### src/rtl/multicycle_control_unit_pkg.sv
// Shared types and constants for the multicycle control unit: FSM states,
// opcode values, datapath select encodings and the legal R-type funct set.
package multicycle_control_unit_pkg;

    typedef enum logic [2:0] {
        ST_FETCH  = 3'd0,
        ST_DECODE = 3'd1,
        ST_EXEC   = 3'd2,
        ST_MEM    = 3'd3,
        ST_WB     = 3'd4,
        ST_TRAP   = 3'd5
    } state_t;

    localparam int OPCODE_W = 6;
    localparam int FUNCT_W  = 5;

    localparam logic [OPCODE_W-1:0] OP_ALUI0     = 6'd0;
    localparam logic [OPCODE_W-1:0] OP_ALUI1     = 6'd1;
    localparam logic [OPCODE_W-1:0] OP_LOAD      = 6'd2;
    localparam logic [OPCODE_W-1:0] OP_STORE     = 6'd3;
    localparam logic [OPCODE_W-1:0] OP_BRANCH_LO = 6'd4;
    localparam logic [OPCODE_W-1:0] OP_CALL      = 6'd14;
    localparam logic [OPCODE_W-1:0] OP_BRANCH_HI = 6'd15;
    localparam logic [OPCODE_W-1:0] OP_RTYPE     = 6'd32;

    localparam logic [1:0] ALUSRC_REG   = 2'd0;
    localparam logic [1:0] ALUSRC_IMM   = 2'd1;
    localparam logic [1:0] ALUSRC_SHAMT = 2'd2;
    localparam logic [1:0] ALUSRC_PCREL = 2'd3;

    localparam logic [1:0] WB_ALU  = 2'd0;
    localparam logic [1:0] WB_MEM  = 2'd1;
    localparam logic [1:0] WB_LINK = 2'd2;

    localparam logic [1:0] DST_RD   = 2'd0;
    localparam logic [1:0] DST_RT   = 2'd1;
    localparam logic [1:0] DST_LINK = 2'd2;

    // One bit per funct value: {0,1,2,3,4,5,7,12,13,15} are implemented.
    localparam logic [31:0] LEGAL_FUNCT = 32'h0000_B0BF;

    typedef struct packed {
        logic [2:0] alu_ctl;
        logic [1:0] alu_src;
        logic [1:0] mem_to_reg;
        logic [1:0] reg_dst;
        logic [3:0] flag;
        logic       branch;
        logic       mem_access;
        logic       store;
        logic       writeback;
    } decode_t;

    function automatic logic funct_is_legal(input logic [FUNCT_W-1:0] funct);
        return LEGAL_FUNCT[funct];
    endfunction

    function automatic logic funct_uses_shamt(input logic [FUNCT_W-1:0] funct);
        return (funct == 5'd4) || (funct == 5'd5) || (funct == 5'd7);
    endfunction

endpackage

### src/rtl/control_decoder.sv
// Purely combinational opcode/funct decoder; the FSM latches its result in DECODE.
module control_decoder
    import multicycle_control_unit_pkg::*;
(
    input  logic [OPCODE_W-1:0] opcode,
    input  logic [FUNCT_W-1:0]  funct,
    output decode_t             dec,
    output logic                illegal
);

    always_comb begin
        dec            = '0;
        dec.alu_src    = ALUSRC_REG;
        dec.mem_to_reg = WB_ALU;
        dec.reg_dst    = DST_RD;
        illegal        = 1'b0;

        if (opcode == OP_RTYPE) begin
            dec.alu_ctl   = funct[2:0];
            dec.alu_src   = funct_uses_shamt(funct) ? ALUSRC_SHAMT : ALUSRC_REG;
            dec.writeback = 1'b1;
            illegal       = !funct_is_legal(funct);
        end else if (opcode == OP_ALUI0 || opcode == OP_ALUI1) begin
            dec.alu_ctl   = opcode[2:0];
            dec.alu_src   = ALUSRC_IMM;
            dec.writeback = 1'b1;
        end else if (opcode == OP_LOAD) begin
            dec.alu_src    = ALUSRC_IMM;
            dec.mem_to_reg = WB_MEM;
            dec.reg_dst    = DST_RT;
            dec.mem_access = 1'b1;
            dec.writeback  = 1'b1;
        end else if (opcode == OP_STORE) begin
            dec.alu_src    = ALUSRC_IMM;
            dec.mem_access = 1'b1;
            dec.store      = 1'b1;
        end else if (opcode >= OP_BRANCH_LO && opcode <= OP_BRANCH_HI) begin
            // Calls share the branch encoding space and add a link writeback.
            dec.branch  = 1'b1;
            dec.flag    = opcode[3:0];
            dec.alu_src = (opcode == 6'd13 || opcode == 6'd15) ? ALUSRC_PCREL : ALUSRC_IMM;
            if (opcode == OP_CALL) begin
                dec.writeback  = 1'b1;
                dec.mem_to_reg = WB_LINK;
                dec.reg_dst    = DST_LINK;
            end
        end else begin
            illegal = 1'b1;
        end
    end

endmodule

### src/rtl/multicycle_control_unit.sv
// Multicycle processor control FSM with memory timeout and trap handling.
// Datapath selects are registered in DECODE; only IRWrite/PCWrite/MemWrite see mem_ready.
module multicycle_control_unit
    import multicycle_control_unit_pkg::*;
#(
    parameter int INSTR_W     = 32,
    parameter int MEM_TIMEOUT = 255
) (
    input  logic               clk,
    input  logic               rst_n,
    input  logic [INSTR_W-1:0] instruction,
    input  logic               mem_ready,
    input  logic               trap_ack,
    output logic               mem_req,
    output logic               IRWrite,
    output logic               PCWrite,
    output logic [1:0]         ALUSource,
    output logic [1:0]         MemToReg,
    output logic [1:0]         RegDst,
    output logic [2:0]         AluControl,
    output logic [3:0]         FlagControl,
    output logic               BranchControl,
    output logic               MemWrite,
    output logic               RegWrite,
    output logic               illegal,
    output logic               bus_error,
    output logic [2:0]         state
);

    localparam int               CNT_W    = $clog2(MEM_TIMEOUT + 1);
    localparam logic [CNT_W-1:0] CNT_LAST = CNT_W'(MEM_TIMEOUT - 1);

    state_t           cur_state;
    state_t           next_state;
    decode_t          dec;
    decode_t          ctl;
    logic             dec_illegal;
    logic [CNT_W-1:0] wait_cnt;
    logic             started;
    logic             waiting;
    logic             timed_out;
    logic             fetch_done;
    logic             set_illegal;
    logic             set_bus_error;
    logic             clear_flags;
    logic             unused_bits;

    assign unused_bits = ^instruction[INSTR_W-OPCODE_W-1:FUNCT_W];

    control_decoder u_decoder (
        .opcode  (instruction[INSTR_W-1 -: OPCODE_W]),
        .funct   (instruction[FUNCT_W-1:0]),
        .dec     (dec),
        .illegal (dec_illegal)
    );

    // A request that would wait its MEM_TIMEOUT-th cycle gives up, unless ready arrives then.
    assign waiting   = mem_req && !mem_ready;
    assign timed_out = waiting && (wait_cnt == CNT_LAST);

    always_comb begin
        next_state    = cur_state;
        set_illegal   = 1'b0;
        set_bus_error = 1'b0;
        clear_flags   = 1'b0;
        if (started) begin
            case (cur_state)
                ST_FETCH: begin
                    if (mem_ready) begin
                        next_state = ST_DECODE;
                    end else if (timed_out) begin
                        next_state    = ST_TRAP;
                        set_bus_error = 1'b1;
                    end
                end
                ST_DECODE: begin
                    if (dec_illegal) begin
                        next_state  = ST_TRAP;
                        set_illegal = 1'b1;
                    end else begin
                        next_state = ST_EXEC;
                    end
                end
                ST_EXEC: begin
                    if (ctl.mem_access)     next_state = ST_MEM;
                    else if (ctl.writeback) next_state = ST_WB;
                    else                    next_state = ST_FETCH;
                end
                ST_MEM: begin
                    if (mem_ready) begin
                        next_state = ctl.writeback ? ST_WB : ST_FETCH;
                    end else if (timed_out) begin
                        next_state    = ST_TRAP;
                        set_bus_error = 1'b1;
                    end
                end
                ST_WB: next_state = ST_FETCH;
                ST_TRAP: begin
                    if (trap_ack) begin
                        next_state  = ST_FETCH;
                        clear_flags = 1'b1;
                    end
                end
                default: next_state = ST_FETCH;
            endcase
        end
    end

    // 'started' holds the first fetch request off until the first edge after reset release.
    always_ff @(posedge clk or negedge rst_n) begin
        if (!rst_n) begin
            cur_state <= ST_FETCH;
            started   <= 1'b0;
            ctl       <= '0;
            wait_cnt  <= '0;
            illegal   <= 1'b0;
            bus_error <= 1'b0;
        end else begin
            started   <= 1'b1;
            cur_state <= next_state;
            if (cur_state == ST_DECODE) begin
                ctl <= dec_illegal ? '0 : dec;
            end
            if (next_state != cur_state) begin
                wait_cnt <= '0;
            end else if (waiting) begin
                wait_cnt <= wait_cnt + 1'b1;
            end
            if (clear_flags) begin
                illegal   <= 1'b0;
                bus_error <= 1'b0;
            end else begin
                if (set_illegal)   illegal   <= 1'b1;
                if (set_bus_error) bus_error <= 1'b1;
            end
        end
    end

    assign mem_req       = started && (cur_state == ST_FETCH || cur_state == ST_MEM);
    assign fetch_done    = started && (cur_state == ST_FETCH) && mem_ready;
    assign IRWrite       = fetch_done;
    assign PCWrite       = fetch_done;
    assign MemWrite      = started && (cur_state == ST_MEM) && ctl.store && mem_ready;
    assign BranchControl = (cur_state == ST_EXEC) && ctl.branch;
    assign FlagControl   = BranchControl ? ctl.flag : 4'd0;
    assign RegWrite      = (cur_state == ST_WB);
    assign ALUSource     = ctl.alu_src;
    assign MemToReg      = ctl.mem_to_reg;
    assign RegDst        = ctl.reg_dst;
    assign AluControl    = ctl.alu_ctl;
    assign state         = cur_state;

endmodule

### config.mk
export PLATFORM = sky130hd
export DESIGN_NAME = multicycle_control_unit
export DESIGN_NICKNAME = d
export VERILOG_FILES = /design/src/rtl/multicycle_control_unit_pkg.sv /design/src/rtl/control_decoder.sv /design/src/rtl/multicycle_control_unit.sv
export SDC_FILE = /design/constraint.sdc
export NUM_CORES = 1
export LEC_CHECK = 0
export CAP_MARGIN = 40
export CORE_ASPECT_RATIO = 0.9
export CORE_MARGIN = 4
export CORE_UTILIZATION = 40
export DETAILED_ROUTE_END_ITERATION = 10
export PLACE_DENSITY = 0.84
export SLEW_MARGIN = 25
export SYNTH_ARGS = -nofsm -noshare
export SYNTH_HDL_FRONTEND = slang
export SYNTH_SLANG_ARGS = --single-unit
### constraint.sdc
create_clock -name clk -period 2.1 [get_ports clk]
set_clock_uncertainty 0.2 [all_clocks]
set_input_delay 0.315 -clock clk [delete_from_list [all_inputs] [get_ports clk]]
set_output_delay 0.315 -clock clk [all_outputs]
set_load 0.1 [all_outputs]
# == After elaboration in Yosys (flattened, before gate mapping) ==
# Memories as Yosys holds them, arrays and structs flattened.
# Cells that the tools add are included.
# totals
out_inout_bits,24
mem_bits_ro,32
register_bits,31
memories,1
inputBits,36
# mem_list
memory,depth,width,read_ports,rd_clocked_by_memory_dff,write_ports,line,rtl
(no name shown),32,1,1,0,0,multicycle_control_unit_pkg.sv:55,return LEGAL_FUNCT[funct];
# op_classes
reduce_logical,23
magnitude_cmp,3
addsub,1
eq_ne,17
mux,55
# op_table
operator,count
$mux W11,3
$mux W1,28
$mux W3,9
$eq A6 B4 Y1 const B,3
$mux W17,1
$mux W8,2
$eq A5 B3 Y1 const B,3
$pmux W3 S5,1
$eq A6 B2 Y1 const B,2
$logic_and A1 B1 Y1,10
$mux W2,5
$mux W5,2
$mux W9,1
$add A8 B1 Y8 const B,1
$eq A8 B8 Y1 const B,1
$mux W4,2
$eq A3 B2 Y1 const B,2
$eq A3 B3 Y1 const B,2
$eq A6 B1 Y1 const B,1
$eq A6 B6 Y1 const B,1
$ge A6 B3 Y1 const B,1
$le A6 B4 Y1 const B,1
$logic_not A6 Y1,1
$lt A5 B6 Y1 const B,1
other kinds (8),15

# == Longest topological paths before layout ==
# Gate-level depths: netlist (run 1).
# logic_depth
depth_word,12
ltp_mapped,7
depth_no_buf,7

# == Modules after synthesis ==
# A second synthesis (run 1) with hierarchy kept.
# unflattened
cells_unflattened,226
area_unflattened_um2,2059.5
# by_module_without_submodules
module,n_inst,cells_each,area_each_um2
multicycle_control_unit,1,192,1831.8
control_decoder,1,34,227.7

# == Worst setup path after synthesis (run 1) ==
# OpenSTA, ideal clock, no wires.
# synth_path
path_type,register to output
from,"register cur_state[0], in the netlist state[0]"
to,output PCWrite
path_stages_with_launch,6
slack_ps,-2397
n_path_buf,2
arrival_ps,3982
t_required_ps,1585
path_cell_list,dfrtp_1 clkbuf_1 nor2_1 nand2_1 nor3_1 buf_4
# synth_via
elab_chain_cells,3
# synth_rtl
item,line,rtl
"start, declared",multicycle_control_unit.sv:33,state_t cur_state;
"start signal, assigned",multicycle_control_unit.sv:120,cur_state <= next_state;
$logic_not A3 Y1,multicycle_control_unit.sv:140,assign fetch_done = started && (cur_state == ST_FETCH) && mem_ready;
$logic_and A1 B1 Y1 (2 in a row),multicycle_control_unit.sv:140,
"end, declared",multicycle_control_unit.sv:16,"output logic PCWrite,"
# No other way between the ends.

# == Worst setup path in the final report (run 1) ==
# layout_path
from,input instruction[27]
to,register wait_cnt[5]
# layout_via
elab_chain_cells,12
# layout_rtl
item,line,rtl
"start, declared",multicycle_control_unit.sv:11,"input logic [INSTR_W-1:0] instruction,"
$ge A6 B3 Y1 or $le A6 B4 Y1 (tied branches),control_decoder.sv:37,end else if (opcode >= OP_BRANCH_LO && opcode <= OP_BRANCH_HI) begin
$logic_and A1 B1 Y1,control_decoder.sv:37,
$mux W1,control_decoder.sv:37,
$mux W1,control_decoder.sv:33,end else if (opcode == OP_STORE) begin
$mux W1,control_decoder.sv:27,end else if (opcode == OP_LOAD) begin
$mux W1,control_decoder.sv:23,end else if (opcode == OP_ALUI0 || opcode == OP_ALUI1) begin
$mux W1 (*),control_decoder.sv:18,if (opcode == OP_RTYPE) begin
$mux W3 (*),multicycle_control_unit.sv:77,if (dec_illegal) begin
$pmux W3 S5 (*),multicycle_control_unit.sv:67,case (cur_state)
$mux W3 (*),multicycle_control_unit.sv:66,if (started) begin
$ne A3 B3 Y1 (*),multicycle_control_unit.sv:124,if (next_state != cur_state) begin
$mux W8 or $reduce_bool A2 Y1 (tied branches),-,
"end signal, assigned",multicycle_control_unit.sv:127,wait_cnt <= wait_cnt + 1'b1;
"end, declared",multicycle_control_unit.sv:38,logic [CNT_W-1:0] wait_cnt;
# Mark *: on every way between the ends. The rest lies on a longest branch, timed or not.
# A chain may end at the register's enable or synchronous reset.

==> results of run 1 <==
## final cells by class
type                       count  area (sq um)  share of cell area [%]
sequential                    29         737.0                   27.32
tap                           60         75.07                   2.783
multi-input combinational    144          1028                   38.13
inverter                       5         18.77                  0.6957
timing repair buffer          71         721.9                   26.76
clock buffer                   7         86.33                   3.200
clock inverter                 1         30.03                   1.113
## logic make-up after synthesis
family,after synthesis
other,1
flip-flops,29
buffers and inverters,23
multiplexers,1
AO/OA/AOI/OAI,40
XOR/XNOR,9
AND/OR/NAND/NOR,90
adder cells (fa/ha/maj),3
## final timing paths
kind | slack (ns) | endpoint | startpoint
max | -0.05 | wait_cnt[5] | instruction[27]
max in group asynchronous | 0.95 | ctl[6] | rst_n
max reg2reg | -0.02 | wait_cnt[5] | state[0]
min reg2reg | 0.28 | ctl[6] | ctl[6]
min | 0.21 | wait_cnt[4] | rst_n
min in group clk | 0.22 | MemToReg[0] | instruction[26]
## critical path, cell delays in order
cell and delay (ns):
buf_6 0.09, or4_4 0.52, o41a_1 0.39, a32o_2 0.30, a211o_4 0.34, nor3b_2 0.19
## power breakdown
part	internal [mW]	switching, mW	leakage (nW)	total (mW)
sequential	0.666	0.0941	0.386	0.760
combinational	0.580	1.04	0.788	1.62
clock	0.386	0.214	0.0585	0.601
## registers in the layout, indices dropped and copies added (netlist names), 2 cells and up
name	cells
state	3
MemToReg	2
ctl	8
wait_cnt	8
ALUSource	2
AluControl	3
## through the flow
| stage | hold slack [ns] | total power, mW | std cells | util [%] | setup TNS (ns) |
|---|---|---|---|---|---|
| after detailed placement | 0.2642 | 2.271 | 300 | 59.63 | -9.374 |
| final | 0.2122 | 2.984 | 317 | 64.47 | -0.06409 |
| after CTS | 0.2064 | 2.914 | 313 | 62.83 | -0.07569 |
| after global routing | 0.2348 | 3.118 | 317 | 64.47 | -1.009 |
| after floorplan | -0.1806 | 1.906 | 196 | - | -4.603 |
| after global placement | 0.2545 | 2.246 | 300 | 59.63 | -8.676 |
## Yosys cell counts (2+ instances only)
master	number	share of area [%]
o21ai_0	10	2.8
or2_2	2	0.71
dfrtp_1	29	41
nand3b_1	2	0.85
nor3b_1	2	0.85
and2_1	5	1.8
o31ai_1	2	0.85
nand4_1	5	1.8
nand2b_1	6	2.1
nor3_2	7	4.0
buf_4	11	4.7
nor2b_1	5	1.8
nor2_1	9	1.9
a22o_1	4	2.0
nand2_1	24	5.1
clkbuf_1	6	1.3
ha_1	2	1.4
xnor2_1	4	2.0
a21oi_1	8	2.3
a21o_1	4	1.7
a41oi_1	2	0.99
nor3_1	7	2.0
nand3_1	9	2.5
xor2_1	5	2.5
inv_1	5	1.1
## per-layer routing
metal	GRT usage (%)	up-vias	routed length, um
met4	6.602	0	132
met1	22.25	803	2025
li1	-	801	-
met3	3.308	14	291
met5	0	-	0
met2	30.51	76	2461
## layout by cell type (no fill, tap or decap), drive strengths merged, types with 6 or more instances in the layout
cell type and count:
buf 63, nand2 24, o21ai 10, clkbuf 7, nor2 9, nor3 14
a21oi 8, dfrtp 29, nand3 9, nand2b 6
## repair_timing
| item | in CTS | in global routing |
|---|---|---|
| resized for setup | 32 | 9 |
| setup buffers | 5 | 4 |
| pin swaps | 15 | 7 |
| setup endpoints to repair | 23 | 16 |
| gates cloned | 0 | 0 |
==> impl_metrics.tcl, run 1 <==
set metrics [dict create \
    post_drt_via_cell_ratio 5.344 \
    rsz0062_at_grt "true" \
    totalWireLength_um 4910 \
    cts_made_buffers 5 \
    tritoncts "built" \
    ys_seq_elements 29 \
    grtUsageTotal_pct 17.77 \
    portBuffers 38 \
    wl_per_cell_um 15.49 \
    critPathCaptureType "flip-flop" \
    cts.clk_slew.worst_paths_ns 0.06 \
    finalCritPeriodShare_pct 102.1 \
    synth_top_family_by_area "simple AND/OR/NAND/NOR gates" \
    ys_seq_area_share_pct 40.93 \
    status "complete, but fails checks" \
    fin_area_sq_mm 0.002698 \
    die_w_um 78.18 \
    grt_antenna_before_repair 0 \
    synth_compound_area_share_pct 15.81 \
    async_flop_share_pct 100.0 \
    dieArea_sq_mm 0.005563 \
    max_slew_margin_pct 60.33 \
    clk_path_buf_depth 2 \
    drive_gt1_share_pct 40.08 \
    start_kind "input port" \
    first_pass_iters 4 \
    power.leakage_nw 1.232 \
    synthCells 196 \
    dp_hpwl_um 3531 \
    layout_setup_ws_ns -0.04508 \
    powerDensity_mw_per_mm2 1106 \
    yosys_warnings 0 \
    critPathRequiredTime_ns 2.10 \
    synth_mux_area_share_pct 0.5646 \
    tightestPinTransition_ns 0.5931 \
    gp_congestion 0.9006 \
    ctsHoldBuffers 0 \
    synth.distinct_cells 46 \
    nFillCells 326 \
    synth_top_flop_cell "dfrtp_1" \
    die_y_um 71.16 \
    root_buffer "clkbuf_8" \
    synthesis.nets 234 \
    dpl_cell_area_sq_mm 0.002495 \
    setup_viol 5 \
    ir_drop_uv 742.3 \
    coreArea_sq_mm 0.004184 \
    violations "negative setup slack" \
    synthXorXnorAreaFrac_pct 4.446 \
    fin_crit_ns 2.145 \
    grt_overflow 0 \
    cts.sinks 29 \
    area_delta_synth_final_pct 52.15 \
    vias 1694 \
    cp_data_arrival_time_ns 2.15 \
    slew_viol_final 0 \
    grt_pass1_vias 1684 \
    synth_enable_flop_cells 0 \
    grt_first_pass_wirelength_um 7866 \
    grt_max_degree 15 \
    pin_count 60 \
    hold_path.class "in2async" \
    drt_iter0_drc 149 \
    worst-r2r-cell-count 6 \
    max_freq_mhz 466.2 \
    synth-simple-area-share_pct 28.79 \
    syn_avg_cell_area_sq_um 9.046 \
    final-hold-violation-count 0 \
    insertion_delay_ns 0.28 \
    n_antenna_cell 0 \
    place_ws_ns -0.7138 \
    htree_levels 2 \
    crit_fanout 8 \
    cap_violations 0 \
    drcViolationCount 0 \
    critPathKind "in2reg" \
    std_cell_rows 22 \
    synthesis.area_sq_mm 0.001773 \
    nNetsFinal 294 \
    drtAntennaViolNets 0 \
    start_util_pct 42.37 \
    synth_fa_ha_area_share_pct 1.976 \
]
Power figures use the tool's default switching activity.
==> inputs of run 2 (changes only) <==
- PLACE_DENSITY: 0.84 -> 0.82
- clock period: 2.1 -> 2.2 ns (I/O delays scaled with it)
==> impl_metrics.tcl, run 2 (synthesized netlist as in run 1, its figures left out) <==
set metrics [dict create \
    status "finished, final reports clean" \
    path_cells "clkdlybuf4s15_1 > or3b_4 > o41a_1 > a32o_1 > a211o_4 > nor3b_2" \
    place_ws_ns -0.6252 \
    critPathKind "in2reg" \
    p_sw_mw 1.275 \
    startpoint "instruction[31]" \
    crit_fanout 8 \
    wl_per_cell_um 14.89 \
    cp.buffers_inverters 1 \
    fin_crit_ns 2.164 \
    rsz0062_at_grt "true" \
    area_delta_synth_final_pct 47.57 \
    powerDensity_mw_per_mm2 1054 \
    drive_gt1_share_pct 37.30 \
    dp_hpwl_um 3399 \
    instances_no_fill 312 \
    insertion_delay_ns 0.29 \
    start_kind "input port" \
    grt_max_degree 30 \
    nNetsFinal 289 \
    reg2reg_to "wait_cnt[3]" \
    final-hold-violation-count 0 \
    totalWireLength_um 4647 \
    critPathCapture "wait_cnt[5]" \
    tritoncts "built" \
    clk_path_buf_depth 2 \
    pin_count 60 \
    r2r-start "state[2]" \
    p_seq_share_pct 27.3 \
    reg_top3 "ctl x8, wait_cnt x8" \
    ir_drop_uv 570.2 \
    grt_pass1_vias 1560 \
    std_cell_rows 22 \
    critical_path_depth 6 \
    coreArea_sq_mm 0.004184 \
    grt_antenna_before_repair 0 \
    clkPwrFrac_pct 17.8 \
    portBuffers 38 \
    reg2reg_slack_ns 0.09 \
    dpl_cell_area_sq_mm 0.002465 \
    p_int_mw 1.482 \
    numPlacedInstances 296 \
    cts.clk_slew.worst_paths_ns 0.07 \
    crit_slowest_cell "o41a_1" \
    dieArea_sq_mm 0.005563 \
    max_stage_delay_ns 0.46 \
    ctsHoldBuffers 0 \
    first_pass_iters 4 \
    die_w_um 78.18 \
    critPathRequiredTime_ns 2.20 \
    finalCritPeriodShare_pct 98.36 \
    die_y_um 71.16 \
    hold_path.class "in2async" \
    root_buffer "clkbuf_8" \
    n_antenna_cell 0 \
    grtUsageTotal_pct 17.74 \
    p_comb_share_pct 55.0 \
    layout_setup_ws_ns 0.03602 \
    slew_viol_final 0 \
    power.leakage_nw 1.168 \
    crit_family "compound AO/OA/AOI/OAI gates" \
    drcViolationCount 0 \
    final_common_cell "buf_4" \
    grt_first_pass_wirelength_um 7714 \
    critPathCaptureType "flip-flop" \
    power.total_mw 2.757 \
    cp_data_arrival_time_ns 2.16 \
    start_util_pct 42.37 \
    max_freq_mhz 462.1 \
    drtAntennaViolNets 0 \
    vias 1652 \
    cts_made_buffers 5 \
    cts.sinks 29 \
    drt_iter0_drc 146 \
    post_drt_via_cell_ratio 5.295 \
    layout_common_cells "38 x buf_4, 26 x dfrtp_1, 23 x nand2_1" \
    sw_frac_of_total_pct 46.25 \
    grt_overflow 0 \
    htree_levels 2 \
    cap_violations 0 \
    setup_viol 0 \
    gp_congestion 0.8620 \
    worst-r2r-cell-count 7 \
    fin_area_sq_mm 0.002616 \
]
[run 2: changes by cell type in the layout (fill, tap and decap cells not counted), moves of 2 or more]
cell / change
buf_4: -4
clkdlybuf4s50_1: +2
dlymetal6s2s_1: -2
buf_6: -4
[run 2: metrics by stage]
step	hold slack, ns	utilization (%)	setup TNS, ns
2_1_floorplan	-0.1656	-	-2.940
3_3_place_gp	0.2595	58.91	-6.984
6_report	0.2184	62.53	0
4_1_cts	0.2180	60.97	0
5_1_grt	0.2388	62.53	-0.006453
3_5_place_dp	0.2656	58.91	-7.464
[run 2: layout make-up]
type	instances	area, sq um
repair buffers	66	680.7
flip-flops and latches	29	737.0
clock buffers	7	96.34
clock inverters	1	5.005
well taps	60	75.07
inverters	5	18.77
multi-input cells	144	1003
fillers	344	1568
[run 2: worst min-delay path by stage]
stage	startpoint	endpoint	slack [ns]
final	rst_n	wait_cnt[7]	0.22
after global routing	instruction[26]	MemToReg[0]	0.24
after CTS	instruction[26]	MemToReg[0]	0.22
after detailed placement	ctl[0]	ctl[0]	0.27
after global placement	ctl[0]	ctl[0]	0.26
after floorplan	rst_n	ALUSource[0]	-0.17
[run 2: power groups by stage]
stage | Clock (mW) | Sequential (mW) | Combinational, mW
3_5_place_dp | 0 | 0.807 | 1.36
3_3_place_gp | 0 | 0.801 | 1.34
4_1_cts | 0.492 | 0.797 | 1.36
6_report | 0.490 | 0.752 | 1.52
2_1_floorplan | 0 | 0.873 | 0.948
5_1_grt | 0.519 | 0.768 | 1.60
[run 2: routing by layer]
metal	wire length (um)	part of all wire, %	GRT usage (%)	vias to the layer above
met4	114	2.5	8.738	0
met2	2354	51	28.52	64
li1	-	-	-	796
met3	284	6.1	3.690	7
met5	0	0	0	-
met1	1893	41	22.72	785
[run 2: what timing repair did]
action / CTS / global route
gates resized for setup: 25 / 1
pin swaps: 7 / 3
buffers inserted: 1 / 7
hold endpoints to repair: 0 / 0
setup endpoints to repair: 13 / 6
